[src/rtl/sipo_pkg.sv]
// rtl/sipo_pkg.sv - shared constants and helpers for the serial-in/parallel-out deserialiser
package sipo_pkg;

    localparam bit BIT_ORDER_MSB = 1'b1;
    localparam bit BIT_ORDER_LSB = 1'b0;

    function automatic int cnt_w(input int width);
        return $clog2(width);
    endfunction

endpackage

[src/rtl/sipo_stream_deser_if.sv]
// rtl/sipo_stream_deser_if.sv - serial input and parallel output handshake bundle
interface sipo_stream_deser_if
    import sipo_pkg::*;
#(
    parameter int WIDTH = 8
);

    logic                       sin;
    logic                       sin_valid;
    logic                       sin_ready;
    logic [WIDTH-1:0]           pout;
    logic                       pout_valid;
    logic                       pout_ready;
    logic [cnt_w(WIDTH)-1:0]    bit_cnt;

    modport master (
        output sin, sin_valid, pout_ready,
        input  sin_ready, pout, pout_valid, bit_cnt
    );

    modport slave (
        input  sin, sin_valid, pout_ready,
        output sin_ready, pout, pout_valid, bit_cnt
    );

endinterface

[src/rtl/sipo_shift_core.sv]
// rtl/sipo_shift_core.sv - shift register and bit counter with a word-complete pulse
module sipo_shift_core
    import sipo_pkg::*;
#(
    parameter int WIDTH     = 8,
    parameter bit MSB_FIRST = BIT_ORDER_MSB
) (
    input  logic                    clk,
    input  logic                    rst,
    input  logic                    accept,
    input  logic                    sin,
    output logic [WIDTH-1:0]        word,
    output logic [cnt_w(WIDTH)-1:0] bit_cnt,
    output logic                    done
);

    localparam int CW = cnt_w(WIDTH);

    logic [WIDTH-1:0] sr_q, sr_d;
    logic [CW-1:0]    cnt_q, cnt_d;
    logic             last;

    always_comb begin
        sr_d  = sr_q;
        cnt_d = cnt_q;
        last  = (cnt_q == CW'(WIDTH - 1));
        done  = accept && last;
        if (accept) begin
            if (MSB_FIRST == BIT_ORDER_LSB) begin
                sr_d = {sin, sr_q[WIDTH-1:1]};
            end else begin
                sr_d = {sr_q[WIDTH-2:0], sin};
            end
            cnt_d = last ? '0 : cnt_q + CW'(1);
        end
    end

    always_ff @(posedge clk) begin
        if (rst) begin
            sr_q  <= '0;
            cnt_q <= '0;
        end else begin
            sr_q  <= sr_d;
            cnt_q <= cnt_d;
        end
    end

    // The completed word includes the bit being accepted on this edge.
    assign word    = sr_d;
    assign bit_cnt = cnt_q;

endmodule

[src/rtl/sipo_stream_deser.sv]
// rtl/sipo_stream_deser.sv - deserialiser top: shift core plus one-word output holding register
module sipo_stream_deser
    import sipo_pkg::*;
#(
    parameter int WIDTH     = 8,
    parameter bit MSB_FIRST = BIT_ORDER_MSB
) (
    input  logic               clk,
    input  logic               rst,
    sipo_stream_deser_if.slave bus
);

    localparam int CW = cnt_w(WIDTH);

    logic             accept;
    logic             done;
    logic             sin_ready;
    logic [WIDTH-1:0] word;
    logic [CW-1:0]    bit_cnt;
    logic [WIDTH-1:0] pout_q, pout_d;
    logic             pout_valid_q, pout_valid_d;

    sipo_shift_core #(
        .WIDTH     (WIDTH),
        .MSB_FIRST (MSB_FIRST)
    ) u_core (
        .clk     (clk),
        .rst     (rst),
        .accept  (accept),
        .sin     (bus.sin),
        .word    (word),
        .bit_cnt (bit_cnt),
        .done    (done)
    );

    // Only the completing bit can stall, and only when the held word is not draining.
    assign sin_ready = (bit_cnt != CW'(WIDTH - 1)) || !pout_valid_q || bus.pout_ready;
    assign accept    = bus.sin_valid && sin_ready;

    always_comb begin
        pout_d       = pout_q;
        pout_valid_d = pout_valid_q;
        if (done) begin
            pout_d       = word;
            pout_valid_d = 1'b1;
        end else if (pout_valid_q && bus.pout_ready) begin
            pout_valid_d = 1'b0;
        end
    end

    always_ff @(posedge clk) begin
        if (rst) begin
            pout_q       <= '0;
            pout_valid_q <= 1'b0;
        end else begin
            pout_q       <= pout_d;
            pout_valid_q <= pout_valid_d;
        end
    end

    assign bus.sin_ready  = sin_ready;
    assign bus.pout       = pout_q;
    assign bus.pout_valid = pout_valid_q;
    assign bus.bit_cnt    = bit_cnt;

endmodule

[src/flat_wrapper.sv]
// flat-port wrapper written by rule: the top's interface ports become plain ports
module sipo_stream_deser_flat import sipo_pkg::*;
#(
    parameter int WIDTH     = 8,
    parameter bit MSB_FIRST = BIT_ORDER_MSB
)
  (clk, rst, bus_sin, bus_sin_valid, bus_pout_ready, bus_sin_ready, bus_pout, bus_pout_valid, bus_bit_cnt);
  sipo_stream_deser_if #(.WIDTH(WIDTH)) bus_i ();
  input  logic clk;
  input  logic rst;
  input wire logic [$bits(bus_i.sin)-1:0] bus_sin;
  input wire logic [$bits(bus_i.sin_valid)-1:0] bus_sin_valid;
  input wire logic [$bits(bus_i.pout_ready)-1:0] bus_pout_ready;
  output wire logic [$bits(bus_i.sin_ready)-1:0] bus_sin_ready;
  output wire logic [$bits(bus_i.pout)-1:0] bus_pout;
  output wire logic [$bits(bus_i.pout_valid)-1:0] bus_pout_valid;
  output wire logic [$bits(bus_i.bit_cnt)-1:0] bus_bit_cnt;
  assign bus_i.sin = bus_sin;
  assign bus_i.sin_valid = bus_sin_valid;
  assign bus_i.pout_ready = bus_pout_ready;
  assign bus_sin_ready = bus_i.sin_ready;
  assign bus_pout = bus_i.pout;
  assign bus_pout_valid = bus_i.pout_valid;
  assign bus_bit_cnt = bus_i.bit_cnt;
  sipo_stream_deser #(.WIDTH(WIDTH), .MSB_FIRST(MSB_FIRST)) u_core (.clk(clk), .rst(rst), .bus(bus_i));
endmodule
[config.mk]
export PLATFORM = sky130hd
export DESIGN_NAME = sipo_stream_deser_flat
export DESIGN_NICKNAME = d
export VERILOG_FILES = /design/src/rtl/sipo_pkg.sv /design/src/rtl/sipo_stream_deser_if.sv /design/src/rtl/sipo_shift_core.sv /design/src/rtl/sipo_stream_deser.sv /design/src/flat_wrapper.sv
export SDC_FILE = /design/constraint.sdc
export NUM_CORES = 1
export LEC_CHECK = 0
export CORE_UTILIZATION = 40
export DETAILED_ROUTE_END_ITERATION = 8
export PLACE_DENSITY = 0.66
export SETUP_SLACK_MARGIN = 0.3
export SYNTH_ARGS = -nofsm -noshare
export SYNTH_HDL_FRONTEND = slang
export SYNTH_SLANG_ARGS = --single-unit
[constraint.sdc]
create_clock -name clk -period 1.65 [get_ports clk]
set_input_delay 0.33 -clock clk [delete_from_list [all_inputs] [get_ports clk]]
set_output_delay 0.33 -clock clk [all_outputs]
set_load 0.01 [all_outputs]
==> results of run 1 <==
[area by class of cell]
cell class / instances / area, sq um / share of cell area (%)
Tap cell: 25 / 31.3 / 2.93
Clock buffer: 3 / 22.5 / 2.11
Sequential cell: 19 / 388 / 36.3
Clock inverter: 1 / 5.00 / 0.468
Multi-Input combinational cell: 58 / 422 / 39.5
Timing Repair Buffer: 23 / 200 / 18.7
[logic make-up (layout without fill, tap and decap cells)]
group	Yosys count	in the layout	share of synthesized area, %
AO/OA/AOI/OAI	19	19	12.1
buffers and inverters	5	27	3.51
multiplexers	8	8	10.2
flip-flops	19	19	48.6
adder cells (fa/ha/maj)	2	2	3.19
AND/OR/NAND/NOR	28	29	22.4
[registers in the layout, indices dropped and copies added (netlist names)]
name and count:
u_core.u_core.sr_q 7, u_core.bus.pout 8, u_core.u_core.bit_cnt 3, u_core.bus.pout_valid 1
[Yosys cell counts, types with 2 or more instances]
master,number
sky130_fd_sc_hd__a21oi_1,9
sky130_fd_sc_hd__clkbuf_1,3
sky130_fd_sc_hd__dfxtp_1,19
sky130_fd_sc_hd__ha_1,2
sky130_fd_sc_hd__mux2i_1,8
sky130_fd_sc_hd__nand2b_1,13
sky130_fd_sc_hd__nand3_1,8
sky130_fd_sc_hd__o21ai_0,9
[metrics by stage]
step | setup slack (ns) | area, sq um | TNS (ns) | cells | util, %
4_1_cts | 0.107 | 1060 | 0 | 129 | 59.2
5_1_grt | 0.0714 | 1070 | 0 | 129 | 59.9
3_5_place_dp | -0.154 | 1010 | -0.154 | 122 | 56.9
6_report | 0.125 | 1070 | 0 | 129 | 59.9
3_3_place_gp | -0.131 | 1010 | -0.131 | 122 | 56.9
2_1_floorplan | 0.318 | 811 | 0 | 81 | -
[report_power, final]
part	total [uW]	internal (uW)	switching [uW]
registers	473	466	7.22
logic	64.7	38.0	26.7
clock network	227	90.0	137
total	765	594	171
[what timing repair did]
| item | in CTS | in global routing |
|---|---|---|
| setup endpoints to repair | 22 | 20 |
| gates cloned | 1 | 0 |
| pin swaps | 3 | 3 |
| buffers inserted | 2 | 0 |
| resized for setup | 21 | 5 |
| hold buffers | 0 | 0 |
| hold endpoints to repair | 0 | 0 |
[routing by layer]
metal	global-route usage (%)	wire length, um	part of all wire, %
met5	0	0	0
met4	8.24	13	0.79
met3	2.35	45	2.7
met2	26.2	762	46
met1	24.9	831	50
[worst max-delay path, cell delays in order (launching register included)]
cell and delay [ns]:
sky130_fd_sc_hd__dfxtp_4 0.38, sky130_fd_sc_hd__ha_4 0.16, sky130_fd_sc_hd__ha_4 0.15, sky130_fd_sc_hd__nand3b_1 0.09
sky130_fd_sc_hd__buf_2 0.14
[worst paths after layout]
| kind | start | endpoint | slack, ns | cells after the start |
|---|---|---|---|---|
| worst max-delay path | u_core.u_core.bit_cnt[0] | bus_sin_ready | 0.12 | 4 |
| worst min-delay path | u_core.u_core.sr_q[0] | u_core.bus.pout[1] | 0.47 | 2 |
| worst max register to register | u_core.u_core.bit_cnt[0] | u_core.u_core.bit_cnt[0] | 0.18 | 5 |
| worst min register to register | u_core.u_core.sr_q[0] | u_core.bus.pout[1] | 0.47 | 2 |
==> out/qor.log, run 1 <==
[critical_path] Critical Path RT 1.32 ns
[global_routing] via count of the first global-routing pass 591
[clock_network] number of buffers on the longest clock path 2
[floorplanning] core region area 0.00178 sq mm
[cells_and_area] antenna cell count 0
[global_routing] overall overflow remaining after global route 0
[clock_network] CTS tree built
[synthesis] Yosys reg bits 19
[routing] DRC viols 0
[floorplanning] Top-Level Pins 18
[floorplanning] Chip Width 46.3 um
[synthesis] ranking of synthesized cells by area sky130_fd_sc_hd__dfxtp_1, sky130_fd_sc_hd__nand2b_1, sky130_fd_sc_hd__mux2i_1, sky130_fd_sc_hd__a21oi_1, sky130_fd_sc_hd__o21ai_0
[critical_path] Setup Crit Path Kind reg2out
[synthesis] cell count after synthesis 81
[routing] DR iter-0 viols 9
[critical_path] crit path capture type output port
[timing] unrepaired setup endpoints after global routing yes
[clock_network] maximum level of the CTS H-tree 1
[clock_network] clock tree sinks 19
[routing] overall via count from detail_route 646
[clock_network] clock transition at the registers of the reported paths 0.11 ns
[global_routing] antenna violations before repair 0
[synthesis] nets in the synthesized netlist 88
[routing] length of the first detailed-routing pass in iterations 6
[clock_network] CTS Root Buffer Type sky130_fd_sc_hd__clkbuf_4
[floorplanning] Die H 46.3 um
[global_routing] wire length of the first global-routing pass 2.64 mm
[floorplanning] standard-cell rows 15
[synthesis] ys flop type sky130_fd_sc_hd__dfxtp_1
[timing] highest clock rate 656 MHz
[timing] Max transition margin 83.3%
[pwr] Overall Power 765 uW
[pwr] leakage 0.000448 uW
[timing] total setup violations reported at the end of the flow 0
[timing] Final Hold Viols 0
[cells_and_area] Post-layout nets 112
[run] max-capacitance violation count 0
[synthesis] post-synthesis cell type with the largest combined area sky130_fd_sc_hd__dfxtp_1
[floorplanning] overall die area 0.00214 sq mm
[clock_network] worst skew pair latency 0.29 ns
[timing] portion of the clock cycle consumed by the worst path in the final layout 92.4%
[synthesis] Synth Cell Area 783 sq um
[cells_and_area] most frequent cells in the layout sky130_fd_sc_hd__dfxtp_1, sky130_fd_sc_hd__nand2b_1, sky130_fd_sc_hd__dlygate4sd2_1
[cells_and_area] most common library cell in the layout ignoring fill and taps sky130_fd_sc_hd__dfxtp_1
[critical_path] worst endpoint data arrival time 1.20 ns
[synthesis] number of warnings printed during yosys synthesis 0
[pwr] worst supply voltage drop on vdd 508 uV
[global_routing] largest net degree at the start of global routing 21
[synthesis] Yosys cell types 18
[cells_and_area] fraction of layout instances using a drive strength above 1 21.2%
[status] result of the run finished clean
[timing] slew of the pin with the lowest slew margin 0.249 ns
[clock_network] number of buffers created by CTS 3
[place] post-detail-place hpwl 1.09 mm
[routing] total routed wirelength 1.65 mm
[synthesis] sequential-to-total area share from yosys stat 48.6%
[timing] WHS 0.472 ns
[place] routability congestion estimate 0.679
[synthesis] share of the synthesized area in the top cell type 48.6%
[timing] Clock Skew 0.00212 ns
[floorplanning] effective utilization at floorplan 43.9%
[synthesis] FFs w/ async S/R, synth 0%
[timing] Pins Over Slew Limit 0
[hold_path] hold crit path type reg2reg
[global_routing] All-Layer GR Usage 17.6%
[place] input/output buffers 17
[cells_and_area] FILL cells 179
[synthesis] Synth Area per Inst 9.67 sq um
[critical_path] Worst Setup Start Kind flop
[synthesis] number of enable-type register cells in the synthesized netlist 0
[timing] minimum clock period after layout 1.53 ns
[cells_and_area] area overhead of the layout relative to synthesis 36.4%
[routing] average routed wire per standard cell 12.8 um
[pwr] power density cells 716 mW/mm^2
[routing] Final ANT Viol Nets 0
[critical_path] biggest fanout along the worst timing path 4
[routing] Via-to-Cell Ratio 5.01
Power figures use the tool's default switching activity.
==> inputs of run 2 (changes only) <==
Settings changed: CTS_BUF_LIST from default to sky130_fd_sc_hd__clkbuf_8 sky130_fd_sc_hd__clkbuf_16, GPL_TIMING_DRIVEN from default to 0, SLEW_MARGIN from default to 20.
==> run 2 against run 1 <==
  * Global-route usage grew 0.32 points
  * Power grew 11%
  * Critical endpoint unchanged
  * Final area grew 2.3%
  * Maximum frequency grew 1.8%
==> out/qor.log, run 2 (same netlist as run 1, synthesis figures left out) <==
[status] result of the run finished clean
[clock_network] worst skew pair latency 0.25 ns
[timing] WHS 0.467 ns
[critical_path] biggest fanout along the worst timing path 5
[clock_network] clock transition at the registers of the reported paths 0.07 ns
[pwr] relative contribution of sequential cells to total power 55.7%
[hold_path] hold worst-path end u_core.bus.pout[7]
[timing] Total Neg Setup Slack 0 ns
[global_routing] overall overflow remaining after global route 0
[routing] length of the first detailed-routing pass in iterations 4
[global_routing] All-Layer GR Usage 17.9%
[run] max-capacitance violation count 0
[clock_network] number of buffers on the longest clock path 2
[cells_and_area] area overhead of the layout relative to synthesis 39.6%
[pwr] leakage 0.000473 uW
[timing] total setup violations reported at the end of the flow 0
[pwr] power spent charging and discharging nets 175 uW
[critical_path] beginning of the critical path u_core.u_core.bit_cnt[1]
[cells_and_area] Sequential cell area 388 sq um
[routing] average routed wire per standard cell 13.0 um
[floorplanning] Chip Width 46.3 um
[floorplanning] Top-Level Pins 18
[cells_and_area] post-route standard cell area excluding fillers 0.00109 sq mm
[place] post-detail-place hpwl 1.12 mm
[timing] highest clock rate 667 MHz
[place] routability congestion estimate 0.700
[cells_and_area] max FFs per register 8
[critical_path] endpoint of the lowest-slack register-to-register path u_core.u_core.bit_cnt[2]
[clock_network] CTS Root Buffer Type sky130_fd_sc_hd__clkbuf_8
[pwr] portion of total power attributed to the clock network 35.7%
[timing] unrepaired setup endpoints after global routing yes
[routing] total routed wirelength 1.68 mm
[global_routing] via count of the first global-routing pass 607
[floorplanning] overall die area 0.00214 sq mm
[cells_and_area] area of the multi-input gates 408 sq um
[hold_path] startpoint of the tightest hold check path u_core.u_core.sr_q[6]
[routing] overall via count from detail_route 644
[routing] Final ANT Viol Nets 0
[global_routing] largest net degree at the start of global routing 11
[timing] Final Hold Viols 0
[timing] Pins Over Slew Limit 0
[floorplanning] Die H 46.3 um
[cells_and_area] final core utilization 61.3%
[floorplanning] effective utilization at floorplan 43.9%
[routing] DR iter-0 viols 24
[global_routing] antenna violations before repair 0
[critical_path] Worst Setup Start Kind flop
[cells_and_area] most frequent cells in the layout sky130_fd_sc_hd__dfxtp_1, sky130_fd_sc_hd__nand2b_1, sky130_fd_sc_hd__dlygate4sd2_1
[floorplanning] core region area 0.00178 sq mm
[place] input/output buffers 17
[pwr] internal power consumption 674 uW
[critical_path] Critical Path RT 1.32 ns
[cells_and_area] most common library cell in the layout ignoring fill and taps sky130_fd_sc_hd__dfxtp_1
[timing] Max transition margin 61.4%
[routing] Via-to-Cell Ratio 4.99
[global_routing] wire length of the first global-routing pass 2.72 mm
[critical_path] reg-to-reg slack, setup 0.20 ns
[critical_path] worst endpoint data arrival time 1.17 ns
[pwr] power density cells 776 mW/mm^2
[cells_and_area] antenna cell count 0
[pwr] worst supply voltage drop on vdd 624 uV
[critical_path] Setup Crit Path Kind reg2out
[timing] Clock Skew 0.00367 ns
[clock_network] clock tree sinks 19
[floorplanning] standard-cell rows 15
[clock_network] CTS tree built
[clock_network] maximum level of the CTS H-tree 1
[critical_path] crit path capture type output port
[hold_path] hold crit path type reg2reg
[timing] slew of the pin with the lowest slew margin 0.578 ns
[routing] DRC viols 0
[timing] portion of the clock cycle consumed by the worst path in the final layout 90.8%
[timing] minimum clock period after layout 1.50 ns
[pwr] switching share of power 20.6%
[critical_path] launching point of the worst reg2reg path u_core.u_core.bit_cnt[1]
[hold_path] cell depth of the worst min-delay path 2
[clock_network] number of buffers created by CTS 3
[place] placement-stage cell area 0.00101 sq mm
[critical_path] cell depth of the worst flop-to-flop path 7
[cells_and_area] FILL cells 156
[cells_and_area] fraction of layout instances using a drive strength above 1 17.3%
[pwr] Comb pwr share 8.6%
[cells_and_area] Post-layout nets 112
## run 2: cell types whose count changed in the layout (fill, tap and decap cells not counted), sizes merged
| cell | change |
|---|---|
| and2 | -1 |
| buf | -3 |
| clkbuf | +4 |
| clkdlybuf4s50 | -1 |
| clkinv | -1 |
| dlymetal6s2s | +1 |
| inv | +1 |
## run 2: layer usage
layer  global-route usage (%)  vias up  wire, um
met5                        0        -         0
met4                     5.29        0         0
li1                         -      329         -
met1                     24.2      300       824
met3                     3.53        0        86
met2                     28.7       15       773
## run 2: what timing repair did
item	in CTS	in global routing
hold buffers	0	0
pin swaps	0	3
endpoints found under the hold margin	0	0
setup endpoints to repair	24	20
gates resized for setup	18	9
setup buffers	0	1
gates cloned	0	1
## run 2: how the worst max path moves through the flow
stage,slack (ns),endpoint,cells past startpoint
3_5_place_dp,-0.16,bus_sin_ready,3
2_1_floorplan,0.32,u_core.u_core.bit_cnt[2],6
3_3_place_gp,-0.16,bus_sin_ready,3
4_1_cts,0.14,bus_sin_ready,4
6_report,0.15,bus_sin_ready,4
5_1_grt,0.12,bus_sin_ready,4
## run 2: layout make-up
type,instances,share of cell area (%)
Clock buffer,3,3.78
Clock inverter,1,0.343
Timing Repair Buffer,19,17.0
Buffer,5,3.20
Sequential cell,19,35.5
Multi-Input combinational cell,57,37.3
Tap cell,25,2.86
## run 2: power by group through the flow
stage	registers [uW]	clock network [uW]	logic (uW)
after floorplan	486	0	33.6
after global placement	484	0	62.6
after detailed placement	485	0	64.1
after CTS	474	316	64.4
after global routing	473	338	79.7
final	473	303	72.8
## run 2: worst max-delay path, stage by stage (launching register included)
cell and delay, ns:
sky130_fd_sc_hd__dfxtp_4 0.36, sky130_fd_sc_hd__ha_4 0.16, sky130_fd_sc_hd__ha_4 0.17, sky130_fd_sc_hd__nand3b_1 0.10
sky130_fd_sc_hd__buf_2 0.14
## run 2: metrics by stage
| stage | power, uW | cells | setup WS [ns] |
|---|---|---|---|
| after detailed placement | 549 | 123 | -0.163 |
| final | 849 | 129 | 0.152 |
| after global placement | 547 | 123 | -0.160 |
| after floorplan | 519 | 81 | 0.318 |
| after global routing | 892 | 129 | 0.119 |
| after CTS | 854 | 127 | 0.141 |
